## src/rtl/adder_pkg.sv

```systemverilog
// Shared definitions for the pipelined carry-lookahead adder.
//   op_t / OP_ADD / OP_SUB : operation select carried alongside each operand pair
//   stages(n, block)       : pipeline depth, which is also the latency in cycles
package adder_pkg;

  typedef logic op_t;

  localparam op_t OP_ADD = 1'b0;
  localparam op_t OP_SUB = 1'b1;

  // Guarded so a zero BLOCK reaches the top-level elaboration check instead of dividing by zero.
  function automatic int unsigned stages(input int unsigned n, input int unsigned block);
    return (block == 0) ? 0 : n / block;
  endfunction

endpackage

```

## src/rtl/cla_block.sv

```systemverilog
// Combinational W-bit carry-lookahead slice.
//   a, b  : slice operands
//   cin   : carry into bit 0
//   sum   : a + b + cin, low W bits
//   cout  : carry out of bit W-1
//   c_msb : carry into bit W-1 (paired with cout for signed overflow)
module cla_block #(
  parameter int unsigned W = 16
) (
  input  logic [W-1:0] a,
  input  logic [W-1:0] b,
  input  logic         cin,
  output logic [W-1:0] sum,
  output logic         cout,
  output logic         c_msb
);

  logic [W-1:0] g;
  logic [W-1:0] p;
  logic [W:0]   c;

  assign g = a & b;
  assign p = a ^ b;

  // Each carry is a flat sum of products: c[i+1] = OR_j (g[j] & p[j+1..i]) | (p[0..i] & cin).
  always_comb begin
    logic pp;
    c  = '0;
    pp = 1'b1;
    c[0] = cin;
    for (int i = 0; i < int'(W); i++) begin
      for (int j = 0; j <= i; j++) begin
        pp = 1'b1;
        for (int m = j + 1; m <= i; m++) begin
          pp = pp & p[m];
        end
        c[i+1] = c[i+1] | (g[j] & pp);
      end
      pp = 1'b1;
      for (int m = 0; m <= i; m++) begin
        pp = pp & p[m];
      end
      c[i+1] = c[i+1] | (cin & pp);
    end
  end

  assign sum   = p ^ c[W-1:0];
  assign cout  = c[W];
  assign c_msb = c[W-1];

endmodule

```

## src/rtl/pipelined_cla_adder.sv

```systemverilog
// Pipelined N-bit add/subtract: one BLOCK-bit CLA slice per stage, carry registered between stages.
//   clk, rst             : clock, synchronous active-high reset
//   in_valid / in_ready  : operand handshake (op, x, y)
//   out_valid / out_ready: result handshake (result, ovf)
//   result               : N-bit sum/difference plus carry (add) or borrow (sub) in bit N
//   ovf                  : signed overflow of the N-bit result
module pipelined_cla_adder
  import adder_pkg::*;
#(
  parameter int unsigned N     = 64,
  parameter int unsigned BLOCK = 16
) (
  input  logic         clk,
  input  logic         rst,
  input  logic         in_valid,
  output logic         in_ready,
  input  op_t          op,
  input  logic [N-1:0] x,
  input  logic [N-1:0] y,
  output logic         out_valid,
  input  logic         out_ready,
  output logic [N:0]   result,
  output logic         ovf
);

  localparam int unsigned STAGES = stages(N, BLOCK);

  if (BLOCK < 1) begin : g_bad_block
    $error("pipelined_cla_adder: BLOCK must be at least 1");
  end else if (N % BLOCK != 0) begin : g_bad_width
    $error("pipelined_cla_adder: N must be a multiple of BLOCK");
  end

  // Subtract is x + ~y + 1; the inversion happens once, before the operand enters the pipe.
  logic [N-1:0]    y_eff;
  logic [STAGES-1:0] vld_vec;
  logic [STAGES:0]   rdy;

  assign y_eff = (op == OP_SUB) ? ~y : y;

  // Backward ready chain: a stage can load when it is empty or its successor can load.
  always_comb begin
    rdy = '0;
    rdy[STAGES] = out_ready;
    for (int i = int'(STAGES) - 1; i >= 0; i--) begin
      rdy[i] = !vld_vec[i] || rdy[i+1];
    end
  end

  for (genvar k = 0; k < STAGES; k++) begin : g_stage
    // Operand bits still to be summed after this stage.
    localparam int unsigned REM = N - (k + 1) * BLOCK;

    logic                   src_vld;
    op_t                    src_op;
    logic                   src_cy;
    logic [BLOCK-1:0]       src_a;
    logic [BLOCK-1:0]       src_b;
    logic [(k+1)*BLOCK-1:0] sum_d;
    logic [BLOCK-1:0]       slice_sum;
    logic                   slice_cout;
    logic                   slice_cmsb;
    logic                   load;
    logic                   vld_q;
    logic [(k+1)*BLOCK-1:0] sum_q;

    if (k == 0) begin : g_src
      assign src_vld = in_valid;
      assign src_op  = op;
      assign src_cy  = (op == OP_SUB);
      assign src_a   = x[BLOCK-1:0];
      assign src_b   = y_eff[BLOCK-1:0];
      assign sum_d   = slice_sum;
    end else begin : g_src
      assign src_vld = g_stage[k-1].vld_q;
      assign src_op  = g_stage[k-1].g_carry.op_q;
      assign src_cy  = g_stage[k-1].g_carry.cy_q;
      assign src_a   = g_stage[k-1].g_opnd.a_q[BLOCK-1:0];
      assign src_b   = g_stage[k-1].g_opnd.b_q[BLOCK-1:0];
      assign sum_d   = {slice_sum, g_stage[k-1].sum_q};
    end

    cla_block #(.W(BLOCK)) u_cla (
      .a     (src_a),
      .b     (src_b),
      .cin   (src_cy),
      .sum   (slice_sum),
      .cout  (slice_cout),
      .c_msb (slice_cmsb)
    );

    assign load       = rdy[k] && src_vld;
    assign vld_vec[k] = vld_q;

    // Valid moves whenever the stage advances; payload only loads with a real op.
    always_ff @(posedge clk) begin
      if (rst) begin
        vld_q <= 1'b0;
        sum_q <= '0;
      end else begin
        if (rdy[k]) vld_q <= src_vld;
        if (load)   sum_q <= sum_d;
      end
    end

    // Upper operand bits not yet consumed, shifted down so the next slice is always at bit 0.
    if (REM > 0) begin : g_opnd
      logic [REM-1:0] a_d;
      logic [REM-1:0] b_d;
      logic [REM-1:0] a_q;
      logic [REM-1:0] b_q;

      if (k == 0) begin : g_from
        assign a_d = x[N-1:BLOCK];
        assign b_d = y_eff[N-1:BLOCK];
      end else begin : g_from
        assign a_d = g_stage[k-1].g_opnd.a_q[REM+BLOCK-1:BLOCK];
        assign b_d = g_stage[k-1].g_opnd.b_q[REM+BLOCK-1:BLOCK];
      end

      always_ff @(posedge clk) begin
        if (rst) begin
          a_q <= '0;
          b_q <= '0;
        end else if (load) begin
          a_q <= a_d;
          b_q <= b_d;
        end
      end
    end

    if (k < STAGES - 1) begin : g_carry
      op_t  op_q;
      logic cy_q;
      // Carry into a slice MSB only matters at the word MSB.
      logic cmsb_unused;
      assign cmsb_unused = slice_cmsb;

      always_ff @(posedge clk) begin
        if (rst) begin
          op_q <= OP_ADD;
          cy_q <= 1'b0;
        end else if (load) begin
          op_q <= src_op;
          cy_q <= slice_cout;
        end
      end
    end else begin : g_last
      logic hi_q;
      logic ovf_q;

      // Bit N is the carry for add and the borrow (inverted carry) for subtract.
      always_ff @(posedge clk) begin
        if (rst) begin
          hi_q  <= 1'b0;
          ovf_q <= 1'b0;
        end else if (load) begin
          hi_q  <= (src_op == OP_SUB) ? ~slice_cout : slice_cout;
          ovf_q <= slice_cout ^ slice_cmsb;
        end
      end
    end
  end

  assign in_ready  = rdy[0];
  assign out_valid = g_stage[STAGES-1].vld_q;
  assign result    = {g_stage[STAGES-1].g_last.hi_q, g_stage[STAGES-1].sum_q};
  assign ovf       = g_stage[STAGES-1].g_last.ovf_q;

endmodule
```

## config.mk

```make
export PLATFORM = sky130hd
export DESIGN_NAME = pipelined_cla_adder
export DESIGN_NICKNAME = d
export VERILOG_FILES = /design/src/rtl/adder_pkg.sv /design/src/rtl/cla_block.sv /design/src/rtl/pipelined_cla_adder.sv
export SDC_FILE = /design/constraint.sdc
export NUM_CORES = 1
export LEC_CHECK = 0
export CORE_UTILIZATION = 30
export DETAILED_ROUTE_END_ITERATION = 8
export DONT_BUFFER_PORTS = 1
export SETUP_SLACK_MARGIN = 0.02
export SKIP_LAST_GASP = 1
export SLEW_MARGIN = 20
export SYNTH_ARGS = -nofsm -noshare
export SYNTH_HDL_FRONTEND = slang
export SYNTH_HIERARCHICAL = 1
export SYNTH_SLANG_ARGS = --single-unit
```

## constraint.sdc

```tcl
create_clock -name clk -period 3.8 [get_ports clk]
set_input_delay 0.38 -clock clk [delete_from_list [all_inputs] [get_ports clk]]
set_output_delay 0.38 -clock clk [all_outputs]
set_load 0.01 [all_outputs]
```

# == Word-level counts from Yosys, hierarchy flattened ==
# Index checks and enable logic that the tools add are counted.
# Widths: inputs -> output; s select.
# totals
reg_bits,364
inputBits,133
output_inout_bits,68
# classes
muxes,2
bitwise_logic,1583
n_reduce_logical,12
# ops
op,count
$and 1x1->1,1024
$or 1x1->1,544
$xor 16x16->16,8
$and 16x16->16,4
$mux 64,1
$not 64->64,1
$logic_and 1x1->1,4
$logic_not 1->1,4
$logic_or 1x1->1,4
$mux 1,1
$not 1->1,1
$xor 1x1->1,1

# == Longest topological paths before layout ==
# Gate-level depths: netlist (run 1).
# depth
word_depth,34
depth_mapped,13

# == Hierarchy ==
# The synthesis (run 1) kept the hierarchy.
# by_module_without_submodules
mod,n_inst,cells_per_inst,area_each_um2
pipelined_cla_adder,1,1707,14965.6
cla_block (g_stage[1].u_cla ...),2,107,854.6
cla_block (g_stage[3].u_cla),1,107,869.6
cla_block (g_stage[0].u_cla),1,105,829.5

# == Worst setup path after synthesis (run 1) ==
# No wires, ideal clock.
# synth_timing
path_type,input to register
start,in op
end,reg g_stage[0].g_carry.cy_q
arrival_time_ns,2.616
required_time_ns,3.679
slack_ns,1.063
cell_stages,13
cell_sequence,buf_2 > buf_2 > buf_2 > xor2_1 > ha_1 > buf_6 > a21oi_4 > a21oi_1 > o2111ai_1 > a31oi_1 > or2_1 > nand2b_1 > mux2i_1
# synth_lines
element,line,source
"start, declared",pipelined_cla_adder.sv:17,"input op_t op,"
$mux 64 *,pipelined_cla_adder.sv:39,assign y_eff = (op == OP_SUB) ? ~y : y;
named net y_eff[8],pipelined_cla_adder.sv:35,logic [N-1:0] y_eff;
$xor 16x16->16,cla_block.sv:23,assign p = a ^ b;
$and 1x1->1 (8 in series),cla_block.sv:35,pp = pp & p[m];
$and 1x1->1,cla_block.sv:37,c[i+1] = c[i+1] | (g[j] & pp);
$or 1x1->1 (15 in series),cla_block.sv:37,
$or 1x1->1 *,cla_block.sv:43,c[i+1] = c[i+1] | (cin & pp);
named net g_stage[0].slice_cout,pipelined_cla_adder.sv:61,logic slice_cout;
"end signal, assigned",pipelined_cla_adder.sv:145,cy_q <= slice_cout;
"end, declared",pipelined_cla_adder.sv:134,logic cy_q;
# The timed path passes the listed nets; every way through them passes the cells marked *.
# A chain may end at the register's enable or synchronous reset.

# == Worst setup path in the final report (run 1) ==
# layout_timing
start,"reg g_stage[3].vld_q, in the netlist out_valid"
end,out in_ready
# layout_between
elab_chain_cells,5
# layout_rtl
element,line,source
"start, declared",pipelined_cla_adder.sv:64,logic vld_q;
"start signal, assigned",pipelined_cla_adder.sv:101,if (rdy[k]) vld_q <= src_vld;
$logic_not 1->1,pipelined_cla_adder.sv:46,rdy[i] = !vld_vec[i] || rdy[i+1];
$logic_or 1x1->1 (4 in series),pipelined_cla_adder.sv:46,
"end, declared",pipelined_cla_adder.sv:16,"output logic in_ready,"
# Every way passes these cells.

==> results of run 1 <==
==> through the flow <==
stage	cell area, sq um	power [mW]	setup WS [ns]	hold slack, ns	cells
detailed placement	18700	4.98	1.13	0.462	2746
CTS	20600	9.24	0.714	0.000551	2867
global placement	18700	4.96	1.13	0.457	2746
global route	20600	9.51	0.541	0.0156	2867
finish	20600	9.12	0.696	0.0373	2868
floorplan	18400	4.85	1.06	0.439	2132
==> worst min path at each step <==
stage / startpoint / endpoint / slack (ns) / cells past startpoint
2_1_floorplan: g_stage[0].g_opnd.b_q[47] / g_stage[1].g_opnd.b_q[31] / 0.44 / 2
3_3_place_gp: g_stage[1].g_carry.op_q / g_stage[2].g_carry.op_q / 0.46 / 2
6_report: x[62] / g_stage[0].g_opnd.a_q[46] / 0.04 / 2
3_5_place_dp: g_stage[1].g_carry.op_q / g_stage[2].g_carry.op_q / 0.46 / 2
5_1_grt: x[62] / g_stage[0].g_opnd.a_q[46] / 0.02 / 2
4_1_cts: rst / g_stage[0].sum_q[0] / 0.0006 / 2
==> power by group through the flow <==
| stage | Clock [mW] | Sequential [mW] | Combinational (mW) |
|---|---|---|---|
| 2_1_floorplan | 0 | 4.10 | 0.755 |
| 3_3_place_gp | 0 | 4.14 | 0.824 |
| 3_5_place_dp | 0 | 4.14 | 0.840 |
| 4_1_cts | 4.26 | 4.06 | 0.933 |
| 5_1_grt | 4.42 | 4.07 | 1.02 |
| 6_report | 4.14 | 4.06 | 0.925 |
==> critical path, stage by stage (launching register included) <==
cell	delay [ns]
dfxtp_1	0.64
and4b_2	0.37
buf_4	0.80
nand2_1	0.33
==> timing repair <==
item                       in CTS  in global routing
hold endpoints to repair      214                  0
setup buffers                   0                  0
setup endpoints to repair       0                  0
hold buffers                   47                  0
==> layout make-up <==
| class | count | area share |
|---|---|---|
| Multi-Input combinational cell | 1540 | 0.490 |
| Inverter | 42 | 0.00764 |
| Tap cell | 782 | 0.0474 |
| Clock buffer | 55 | 0.0562 |
| Clock inverter | 19 | 0.0124 |
| Antenna cell | 1 | 0.000121 |
| Timing Repair Buffer | 65 | 0.0323 |
| Sequential cell | 364 | 0.354 |
==> per-layer routing <==
metal  wire length [um]  up-vias
met5                 13        -
met4               1250        2
met3               3300       66
met2              23300      353
met1              23600     7132
li1                   -     7384
==> sequential cells by signal, summed over array words and instances, names as in the netlist <==
signal / cells
g_stage.sum_q: 160
g_stage.g_opnd.a_q: 96
g_stage.g_opnd.b_q: 96
g_stage.g_carry.cy_q: 3
g_stage.g_carry.op_q: 3
g_stage.vld_q: 3
g_stage.g_last.hi_q: 1
out_valid: 1
ovf: 1
==> summary.txt, run 1 <==
Pwr
  – Net Switching: 2.25 mW
  – Sequential Power Share: 0.445
  – Pwr dens: 442 nW/um^2
  – Internal Power: 6.87 mW
  – Worst vdd ir: 0.264 mV
  – Pleak: 7.42 nW
  – Switching Fraction: 0.247
  – Logic pwr share: 0.101
  – Clock power frac: 0.454

Yosys
  – Yosys warnings: 6
  – Post-synthesis net count: 2333
  – Synthesized cell area: 18400 sq um
  – Synth Instances: 2132
  – Synthesized area per cell: 8.62 sq um

Floorplan
  – Initial core utilization: 0.304
  – Chip width: 249 um
  – Total core area: 60500 sq um
  – Row count: 90
  – Ports: 201
  – DIE HEIGHT: 249 um
  – Die Area: 62200 sq um

Global route
  – Met1 global-route usage: 0.219
  – Met3 usage: 0.0388
  – Met2 Use GR: 0.258
  – Largest net degree at the start of global routing: 224
  – Initial antenna violation count: 1
  – Grt peak-use layer: met2
  – Total grt overflow: 0
  – First-pass GRT wire length: 82400 um
  – Total track usage: 0.163
  – Vias in the first global route: 14400

Worst hold path
  – Hold Crit Class: in2reg

Timing
  – RSZ-0062 raised after global routing: no
  – Final Hold Viols: 0
  – Total negative slack: 0 ns
  – Worst-Margin Slew: 1.02 ns
  – Final Cycle Share: 0.817
  – Max Freq: 322 MHz
  – Slew Limit Fails: 0
  – Worst rel slew slack: 0.319
  – Final setup violation count: 0
  – Min Tclk post-route: 3.10 ns
  – Clock skew: 0.0150 ns

Detailed routing
  – Initial DRC Count: 1107
  – Via count of the routed design: 14900
  – Vias/cell: 5.21
  – Routed Antenna Nets: 0
  – DR pass1 iterations: 6
  – DR WL/cell: 17.9 um
  – Drc violations: 0
  – Drt total wl: 51400 um

Finish
  – Area of the multi-input gates: 10100 sq um
  – Final core occ: 0.341
  – Area growth from synthesis to layout: 12.3%
  – Register Area: 7290 sq um
  – Final net count: 2255
  – Most frequent cells in the layout: dfxtp_1 (361), a21oi_1 (271), o21ai_0 (260), nand3_1 (256), nand2b_1 (142)
  – Share of layout cells above drive strength 1: 0.0878
  – Leading cell type in the layout, fill and taps excluded: dfxtp_1
  – Fill cells: 6114

Critical path
  – CP startpoint: out_valid
  – CP max FO: 100
  – Worst path arrival time: 2.72 ns
  – R2R Setup Slk: 1.08 ns
  – R2R Path End: g_stage[0].vld_q
  – R2r startpoint: out_valid
  – R2R cell count: 5
  – CP Capture Point: in_ready
  – CP Capture Type: output pin
  – Worst EP required: 3.42 ns
  – Worst setup SP type: register
  – Critical path class: reg2out

Clock tree
  – Clock latency at the later pin of the worst-skew pair: 0.57 ns
  – Clock root cell: clkbuf_16
  – Clk slew on worst S/H paths: 0.06 ns
  – CTS Buf Count: 41
  – Clock Tree Buf Depth: 3
  – CTS H-tree depth: 2
  – CTS sink count: 364
  – TritonCTS clock tree: built
  – Post_cts resized: 0

Placement
  – Post-DP HPWL: 34200 um
  – I/O Buffers: 0
  – Placer Congestion: 0.840

Outcome
  – Status: completed

Run
  – Max_cap viols: 0
Note: power is estimated with default switching activity, not from simulation.
==> run 2: changes to the inputs <==
==> constraint.sdc (replaced) <==
create_clock -name clk -period 2.85 [get_ports clk]
set_input_delay 0.285 -clock clk [delete_from_list [all_inputs] [get_ports clk]]
set_output_delay 0.285 -clock clk [all_outputs]
set_load 0.01 [all_outputs]
==> summary.txt, run 2 (synthesized netlist as in run 1, its figures left out) <==
Timing
  – Clock skew: 0.0239 ns (was 0.0150 ns)
  – Final Cycle Share: 0.938
  – Max Freq: 374 MHz
  – Final Hold Viols: 0 (unchanged)
  – Total negative slack: 0 ns (unchanged)
  – Final setup violation count: 0 (unchanged)
  – Slew Limit Fails: 0 (unchanged)
  – Final Hold Slack: 0.0318 ns (was 0.0373 ns)
  – Min Tclk post-route: 2.67 ns
  – Worst rel slew slack: 0.358 (was 0.319)
  – RSZ-0062 raised after global routing: yes (was no)
  – Worst-Margin Slew: 0.963 ns (was 1.02 ns)

Floorplan
  – Die Area: 62200 sq um (unchanged)
  – DIE HEIGHT: 249 um (unchanged)
  – Row count: 90 (unchanged)
  – Initial core utilization: 0.304 (unchanged)
  – Total core area: 60500 sq um (unchanged)
  – Chip width: 249 um (unchanged)
  – Ports: 201 (unchanged)

Clock tree
  – Clk slew on worst S/H paths: 0.06 ns (about the same)
  – Clock root cell: clkbuf_16 (unchanged)
  – CTS sink count: 364 (unchanged)
  – Clock Tree Buf Depth: 3 (unchanged)
  – CTS Buf Count: 41 (unchanged)
  – TritonCTS clock tree: built (unchanged)
  – CTS H-tree depth: 2 (unchanged)
  – Clock latency at the later pin of the worst-skew pair: 0.56 ns (was 0.57 ns)

Placement
  – I/O Buffers: 0 (unchanged)
  – Post-DP HPWL: 34400 um (was 34200 um)
  – Post-placement cell count: 2753 (was 2746)
  – Placer Congestion: 0.853 (was 0.840)
  – Dpl cell area: 18800 sq um (was 18700 sq um)

Finish
  – Share of layout cells above drive strength 1: 0.0827 (was 0.0878)
  – Final net count: 2447 (was 2255)
  – Leading cell type in the layout, fill and taps excluded: dfxtp_1 (unchanged)
  – Top flop regs: g_stage.sum_q: 160 flops, g_stage.g_opnd.a_q: 96 flops, g_stage.g_opnd.b_q: 96 flops (unchanged)
  – Largest Register: g_stage.sum_q (unchanged)
  – Area growth from synthesis to layout: 22.5% (was 12.3%)
  – N_diodes: 0 (was 1)
  – Final core occ: 0.372 (was 0.341)
  – Post-route cell area: 22500 sq um (was 20600 sq um)
  – Final non-filler cell total: 3056 (was 2868)
  – Max reg flops: 160 (unchanged)
  – Most frequent cells in the layout: dfxtp_1 (361), a21oi_1 (271), o21ai_0 (260), nand3_1 (256), dlygate4sd3_1 (230) (was dfxtp_1 (361), a21oi_1 (271), o21ai_0 (260), nand3_1 (256), nand2b_1 (142))

Detailed routing
  – DR WL/cell: 17.6 um (was 17.9 um)
  – Vias/cell: 5.18 (was 5.21)
  – Drt total wl: 53900 um (was 51400 um)
  – Initial DRC Count: 953 (was 1107)
  – Drc violations: 0 (unchanged)
  – Via count of the routed design: 15800 (was 14900)
  – Routed Antenna Nets: 0 (unchanged)
  – DR pass1 iterations: 5 (was 6)

Global route
  – First-pass GRT wire length: 86600 um (was 82400 um)
  – Total grt overflow: 0 (unchanged)
  – Initial antenna violation count: 1 (unchanged)
  – Vias in the first global route: 15800 (was 14400)
  – Largest net degree at the start of global routing: 314 (was 224)
  – Total track usage: 0.171 (was 0.163)

Critical path
  – Worst setup SP type: register (unchanged)
  – CP Capture Type: register (was output pin)
  – Worst EP required: 3.35 ns (was 3.42 ns)
  – Critical path class: reg2reg (was reg2out)
  – Worst path arrival time: 3.18 ns (was 2.72 ns)
  – CP max FO: 4 (was 100)

Pwr
  – Worst vdd ir: 0.428 mV (was 0.264 mV)
  – Pleak: 8.57 nW (was 7.42 nW)
  – Pwr dens: 542 nW/um^2 (was 442 nW/um^2)

Worst hold path
  – Hold Crit Class: in2reg (unchanged)

Outcome
  – Status: completed (unchanged)

Run
  – Max_cap viols: 0 (unchanged)
## run 2: repair_timing
item	in CTS	in global routing
hold buffers	231	0
endpoints found under the setup margin	0	20
gates resized for setup	0	4
setup buffers	0	1
hold endpoints to repair	329	0
## run 2: report_power, final
group / total, mW / switching (mW) / leakage (nW) / internal (mW)
logic: 1.33 / 0.680 / 4.94 / 0.646
clock network: 5.46 / 2.20 / 0.677 / 3.26
registers: 5.41 / 0.124 / 2.96 / 5.28
total: 12.2 / 3.00 / 8.57 / 9.18
## run 2: final cells by class
type,count,area [sq um]
timing repair buffer,257,2570
sequential,364,7290
fill,6042,38000
inverter,42,158
multi-input combinational,1540,10100
tap,782,978
clock buffer,54,1170
clock inverter,17,216
## run 2: critical path, cell delays in order, from the launching register on
cell,delay [ns]
dfxtp_1,0.31
ha_1,0.34
nand4_1,0.24
nand3_1,0.17
a221o_1,0.36
a21oi_1,0.19
xnor2_1,0.17
nand3_1,0.12
a21oi_1,0.16
dlygate4sd3_1,0.56
## run 2: metal layers
layer	part of all wire	wire length, um	up-vias	GRT usage
met5	0.00024	13	-	0
met4	0.025	1340	2	0.0508
met3	0.058	3140	78	0.0364
met2	0.46	24900	321	0.279
met1	0.46	24600	7679	0.226
li1	-	-	7756	-
## run 2: stage by stage
step	setup slack, ns	power, mW
final	0.177	12.2
after global routing	0.00551	12.7
after CTS	0.144	12.3
after detailed placement	0.279	6.64
after global placement	0.316	6.61
after floorplan	0.208	6.47
## run 2: worst paths after layout
path                             startpoint                        end  slack, ns  cells after the start
hold / removal                        y[40]  g_stage[0].g_opnd.b_q[24]       0.03                      3
setup / recovery   g_stage[2].g_opnd.a_q[2]       g_stage[3].sum_q[55]       0.18                      9
hold reg to reg   g_stage[1].g_opnd.a_q[31]  g_stage[2].g_opnd.a_q[15]       0.45                      2
setup reg to reg   g_stage[2].g_opnd.a_q[2]       g_stage[3].sum_q[55]       0.18                      9
